### src/rtl/hps_only_master_p2b_encoder.sv
// Avalon-ST packet-to-byte-stream encoder: turns each packet beat into a short
// marker/escape byte sequence, presented combinationally and stepped per transfer.
module hps_only_master_p2b_encoder (
  input  logic       clk,
  input  logic       reset,
  input  logic       in_valid,
  output logic       in_ready,
  input  logic [7:0] in_data,
  input  logic [7:0] in_channel,
  input  logic       in_startofpacket,
  input  logic       in_endofpacket,
  output logic       out_valid,
  input  logic       out_ready,
  output logic [7:0] out_data
);

  localparam logic [7:0] SOP_BYTE  = 8'h7A;
  localparam logic [7:0] EOP_BYTE  = 8'h7B;
  localparam logic [7:0] CHAN_BYTE = 8'h7C;
  localparam logic [7:0] ESC_BYTE  = 8'h7D;
  localparam logic [7:0] ESC_XOR   = 8'h20;

  // Item positions in the per-beat sequence; position 0 (channel marker) is
  // only ever the first item, so it is reached solely through STEP_START.
  localparam logic [2:0] P_CHAN_MARK = 3'd0;
  localparam logic [2:0] P_CHAN_ESC  = 3'd1;
  localparam logic [2:0] P_CHAN_VAL  = 3'd2;
  localparam logic [2:0] P_SOP       = 3'd3;
  localparam logic [2:0] P_EOP       = 3'd4;
  localparam logic [2:0] P_DATA_ESC  = 3'd5;
  localparam logic [2:0] P_DATA      = 3'd6;

  typedef enum logic [2:0] {
    STEP_START    = 3'd0,
    STEP_CHAN_ESC = 3'd1,
    STEP_CHAN_VAL = 3'd2,
    STEP_SOP      = 3'd3,
    STEP_EOP      = 3'd4,
    STEP_DATA_ESC = 3'd5,
    STEP_DATA     = 3'd6
  } step_t;

  step_t       step;
  step_t       step_nxt;
  logic        chan_sent;
  logic [7:0]  last_channel;

  logic        chan_special;
  logic        data_special;
  logic        need_chan;
  logic [6:0]  applicable;
  logic [2:0]  cur_pos;
  logic [2:0]  next_pos;
  logic [7:0]  cur_byte;
  logic        xfer;

  always_ff @(posedge clk) begin
    if (reset) begin
      step         <= STEP_START;
      chan_sent    <= 1'b0;
      last_channel <= 8'h00;
    end else begin
      step <= step_nxt;
      if (xfer && cur_pos == P_CHAN_VAL) begin
        chan_sent    <= 1'b1;
        last_channel <= in_channel;
      end
    end
  end

  // Applicable items depend only on the held beat and channel history, which do
  // not change before the channel value transfers, so positions stay consistent.
  always_comb begin
    chan_special = (in_channel >= SOP_BYTE) && (in_channel <= ESC_BYTE);
    data_special = (in_data >= SOP_BYTE) && (in_data <= ESC_BYTE);
    need_chan    = in_startofpacket && (!chan_sent || (in_channel != last_channel));
    applicable   = {1'b1, data_special, in_endofpacket, in_startofpacket,
                    need_chan, need_chan && chan_special, need_chan};

    cur_pos = P_DATA;
    if (step == STEP_START) begin
      for (int i = 6; i >= 0; i--) begin
        if (applicable[i]) cur_pos = 3'(i);
      end
    end else begin
      cur_pos = step;
    end

    next_pos = P_DATA;
    for (int i = 5; i >= 1; i--) begin
      if (applicable[i] && (3'(i) > cur_pos)) next_pos = 3'(i);
    end

    case (cur_pos)
      P_CHAN_MARK: cur_byte = CHAN_BYTE;
      P_CHAN_ESC:  cur_byte = ESC_BYTE;
      P_CHAN_VAL:  cur_byte = chan_special ? (in_channel ^ ESC_XOR) : in_channel;
      P_SOP:       cur_byte = SOP_BYTE;
      P_EOP:       cur_byte = EOP_BYTE;
      P_DATA_ESC:  cur_byte = ESC_BYTE;
      default:     cur_byte = data_special ? (in_data ^ ESC_XOR) : in_data;
    endcase

    out_valid = in_valid && !reset;
    out_data  = reset ? 8'h00 : cur_byte;
    xfer      = out_valid && out_ready;
    in_ready  = xfer && (cur_pos == P_DATA);

    step_nxt = step;
    if (xfer) begin
      step_nxt = (cur_pos == P_DATA) ? STEP_START : step_t'(next_pos);
    end
  end

endmodule

### config.mk
export PLATFORM = sky130hd
export DESIGN_NAME = hps_only_master_p2b_encoder
export DESIGN_NICKNAME = d
export VERILOG_FILES = /design/src/rtl/hps_only_master_p2b_encoder.sv
export SDC_FILE = /design/constraint.sdc
export NUM_CORES = 1
export LEC_CHECK = 0
export BUFFER_PORTS_ARGS = -buffer_cell sky130_fd_sc_hd__buf_4
export CAP_MARGIN = 20
export CORE_ASPECT_RATIO = 1.2
export CORE_UTILIZATION = 42
export CTS_CLUSTER_SIZE = 25
export DETAILED_ROUTE_END_ITERATION = 12
export PLACE_DENSITY = 0.71
export RECOVER_POWER = 100
export SLEW_MARGIN = 20
export SYNTH_ARGS = -nofsm -noshare
export SYNTH_HDL_FRONTEND = slang
export SYNTH_SLANG_ARGS = --single-unit
### constraint.sdc
create_clock -name clk -period 2 [get_ports clk]
set_input_delay 0.4 -clock clk [delete_from_list [all_inputs] [get_ports clk]]
set_output_delay 0.4 -clock clk [all_outputs]
set_load 0.1 [all_outputs]
==> results of run 1 <==
## cells in the mapped netlist, drive strengths merged
cell,count,share of area
a21oi,14,0.072
o21ai,13,0.071
dfxtp,12,0.25
nand3,12,0.062
xnor2,8,0.072
nand2,7,0.027
nor2,7,0.027
nor3,7,0.041
nor4,5,0.063
o221a,4,0.046
or2,4,0.028
a21o,2,0.015
a22oi,2,0.015
a311oi,2,0.018
buf,2,0.015
nand2b,2,0.021
nand4,2,0.019
o31ai,2,0.015
xor2,2,0.018
a211oi,1,0.0077
and3b,1,0.0090
and4,1,0.0090
and4b,1,0.010
clkbuf,1,0.0039
inv,1,0.0039
nor2b,1,0.0064
nor3b,1,0.0077
nor4b,1,0.0090
o21a,1,0.0077
o21ba,1,0.010
o22ai,1,0.0064
o32ai,1,0.0090
or3,1,0.0064
## logic make-up after synthesis
| kind of cell | Yosys count | synth area share |
|---|---|---|
| AOI/OAI and AO/OA | 44 | 0.294 |
| xor gates and xnor gates | 10 | 0.0900 |
| buffers and inverters | 4 | 0.0231 |
| DFF | 12 | 0.247 |
| and+or+nand+nor | 53 | 0.346 |
## stage by stage
stage / hold slack [ns] / cell area (µm²)
after floorplan: 0.455 / 1110
after global placement: 0.480 / 1630
after detailed placement: 0.486 / 1630
after CTS: 0.415 / 2000
## what timing repair did
item / in CTS
resized for setup: 57
buffers inserted: 13
pin swaps: 20
setup endpoints to repair: 9
==> impl_results.md, run 1 <==
* PortBufs at 31
* Final Wtd Congestion at 0.841
* Distinct cells, synth at slightly above 40
* Stopped at: 5_1_grt
* Vert. Die Dim at 54.7 µm
* Maximum root-to-sink buffer count at 2
* Syn Inst Count at 123
* Register area share after synthesis at 0.247
* CTS buffer count at 3
* Clk sink count at 12
* Syn_area_per_cell at approximately 7.9 µm²
* Clock Tree Root: clkbuf_4
* Dpl hpwl at 2890 µm
* WEP type: output port
* I/O Pins at 32
* Status: stopped before the end
* Netlist Area Pre-Place at 973 µm²
* Synth Register Bits at 12
* Placed Instances at 217
* # rows at 18
* Pin count of the biggest net entering global routing at 15
* Syn. warnings at 0
* # H-tree levels at 1
* Chip width at 45.9 µm
* Initial Util at 0.460
* Hold Buf Count CTS at 0
* Post-GRT worst EP: out_data[0]
* Synth Net Count at roughly 150
* Post-Place Worst Slack at -0.552 ns
* Error msg: [ERROR DPL-0038] Utilization greater than 100%, impossible to legalize
==> run 2: changes to the inputs <==
--- a/config.mk
+++ b/config.mk
@@ -7,11 +7,9 @@
 export LEC_CHECK = 0
 export BUFFER_PORTS_ARGS = -buffer_cell sky130_fd_sc_hd__buf_4
 export CAP_MARGIN = 20
-export CORE_ASPECT_RATIO = 1.2
-export CORE_UTILIZATION = 42
-export CTS_CLUSTER_SIZE = 25
+export CORE_UTILIZATION = 27
 export DETAILED_ROUTE_END_ITERATION = 12
-export PLACE_DENSITY = 0.71
+export PLACE_DENSITY_LB_ADDON = 0.15
 export RECOVER_POWER = 100
 export SLEW_MARGIN = 20
 export SYNTH_ARGS = -nofsm -noshare
==> constraint.sdc (replaced) <==
create_clock -name clk -period 2.6 [get_ports clk]
set_input_delay 0.52 -clock clk [delete_from_list [all_inputs] [get_ports clk]]
set_output_delay 0.52 -clock clk [all_outputs]
set_load 0.1 [all_outputs]
==> run 2 against run 1 <==
Effect of this change: the flow now finishes, with violations (setup timing); synthesized cell count unchanged; area after synthesis unchanged.
==> impl_results.md, run 2 <==
* Status: finished with violations
* Failing checks: setup timing
* Largest regs: last_channel (8), step (3), chan_sent (1)
* Total global-route track usage at 0.206
* Synth Register Bits at 12
* Vias in the first global route at 1,258
* Post-Place Worst Slack at -0.145 ns
* Final worst path period need at about 2.6 ns
* Initial Util at 0.287
* Data arrival time of the critical path at ~2.1 ns
* Vert. Die Dim at 62.0 µm
* CP top delay family: simple AND/OR/NAND/NOR gates
* Die footprint at 3850 µm²
* PnR worst setup slack at -0.0198 ns
* Commonest non-fill, non-tap cell in the layout: buf_4
* Syn Inst Count at about 120
* Final Power at around 770 µW
* # H-tree levels at 1
* Final Wtd Congestion at 0.821
* Chip width at 62.0 µm
* Multi-input logic area at 955 µm²
* Crit Path Class: primary input to primary output
* Critical path required time at 2.08 ns
* Cell taking the most area after synthesis: dfxtp_1
* Skew final at 0.00564 ns
* Clock Latency Late Sink at between 0.2 and 0.3 ns
* Max frequency at 0.382 GHz
* Routed wire length at 3470 µm
* Hold slack at slightly above 0.5 ns
* # rows at 21
* Syn_area_per_cell at slightly below 8 µm²
* Netlist Area Pre-Place at 973 µm²
* Synth Net Count at 145
* CP cell instances: buf_6 -> and3b_2 -> and4_1 -> a21o_1 -> nor2_4 -> a21oi_2 -> o32ai_4 -> buf_12
* First-pass GRT wire length at 5750 µm
* CTS buffer count at 3
* WL/cell at between 10 and 15 µm
* DR vias/cell at 5.13
* FFs w/ async S/R, synth at 0
* Synth cell count leaders: a21oi_1 (14), dfxtp_1 (12), nand3_1 (12)
* Critical-path top delay cell: o32ai_4
* Slew HR at 0.228
* Largest Register: last_channel
* Initial antenna violation count at 0
* Dpl hpwl at 2650 µm
* Diodes inserted at 0
* Most frequent cells in the layout: buf_4 (49), a21oi_1 (12), nand3_1 (10)
* Clk slew on worst S/H paths at ~0.070 ns
* Pin count of the biggest net entering global routing at 16
* Seq. cell area at 245 µm²
* Distinct cells, synth at 41
* CTS tree: done
* Post-route DRC at 0
* Number of synthesized flops with an enable pin at 0
* Setup_tns at -0.0800 ns
* Setup violations, final at 6
* Count leader, synth: a21oi_1
* Register area share after synthesis at 0.247
* TritonRoute pass-1 iters at 4
* Share of cells above drive strength 1 at 0.591
* Area post-placement at 1580 µm²
* Vias after detailed routing at between 1k and 1.5k
* Hold Buf Count CTS at 0
* Max FFs per register at 8
* Crit path largest cell delay at 0.30 ns
* Pleak at 0.000765 µW
* Hold WC Path Type: flop to flop
* Fin crit share at 1.01
* Clock Tree Root: clkbuf_4
* Type of origin of the critical path: primary input
* Crit path buf inv count at 2
* I/O Pins at 32
* Max-cap violations at 0
* 1st-iter DRT viols at 38
* Critical Path Sink Type: primary output
* Clk sink count at 12
* Slew Viols, Final at 0
* Nets at between 200 and 250
* Final hold vios at 0
* Max IR drop VDD at 0.192 mV
* GRT Residual Overflow at 0
* PortBufs at 31
* Area Growth Syn to Fin at 101%
* Maximum root-to-sink buffer count at 2
* Top cells by area, synth: dfxtp_1 (25%), a21oi_1 (7.2%), xnor2_1 (7.2%)
* Critical path fanouts, max at 6
* P per Cell Area at about 400 nW/µm²
* Ys flop type: dfxtp_1
* Fillers at approximately 310
* Syn. warnings at 0
* Worst Tran Pin Value at 1.16 ns
* RSZ-0062 raised after global routing: true
* Core area at approximately 3400 µm²
* ANT nets after route at 0
* Finished Cell Area at about 2000 µm²
* Synth top area share at 0.247
run 2: cell counts after synthesis:
Identical to the previous run, type by type.
run 2: path summary, 6_finish.rpt:
| kind | startpoint | to | slack (ns) | cells after the start |
|---|---|---|---|---|
| setup / recovery | in_data[4] | out_data[2] | -0.02 | 8 |
| hold / removal | last_channel[5]$_SDFFE_PP0P_ | last_channel[5]$_SDFFE_PP0P_ | 0.51 | 2 |
| setup reg to reg | last_channel[7]$_SDFFE_PP0P_ | last_channel[6]$_SDFFE_PP0P_ | 0.33 | 9 |
| hold reg to reg | last_channel[5]$_SDFFE_PP0P_ | last_channel[5]$_SDFFE_PP0P_ | 0.51 | 2 |
run 2: logic make-up after synthesis:
group,synth area share
xor gates and xnor gates,0.0900
AOI/OAI and AO/OA,0.294
buffers and inverters,0.0231
DFF,0.247
and+or+nand+nor,0.346
run 2: worst min-delay path: cells and delay by family, from the launching register on:
| family | cells | cell delay (ns) |
|---|---|---|
| AOI/OAI and AO/OA | 2 | 0.15 |
| DFF | 1 | 0.32 |
run 2: layout make-up:
class / count / share of cell area
repair buffers: 69 / 0.336
inverters: 1 / 0.00192
flip-flops and latches: 12 / 0.126
clock buffers: 4 / 0.0186
multi-input cells: 107 / 0.489
well taps: 46 / 0.0295
run 2: timing repair:
item | CTS | global route
resized for setup | 54 | 5
pin swaps | 20 | 5
setup buffers | 6 | 2
endpoints found under the setup margin | 8 | 8
run 2: per-stage QoR:
step | utilization | std cells
after floorplan | - | 123
after global placement | 0.467 | 227
after detailed placement | 0.467 | 227
after CTS | 0.569 | 237
after global routing | 0.576 | 239
final | 0.576 | 239
run 2: layer usage:
metal	GRT usage	part of all wire	vias to the layer above
met2	0.391	0.55	12
met5	0	0	-
met3	0.0435	0.023	2
li1	-	-	615
met4	0.0286	0.0029	0
met1	0.240	0.43	597
run 2: power by group:
part / total (µW) / leakage (µW) / switching (µW) / internal [µW]
sequential: 195 / 0.0000991 / 6.45 / 189
combinational: 420 / 0.000644 / 238 / 182
clock: 151 / 0.0000210 / 66.0 / 85.2
(Power assumes the default switching activity.)
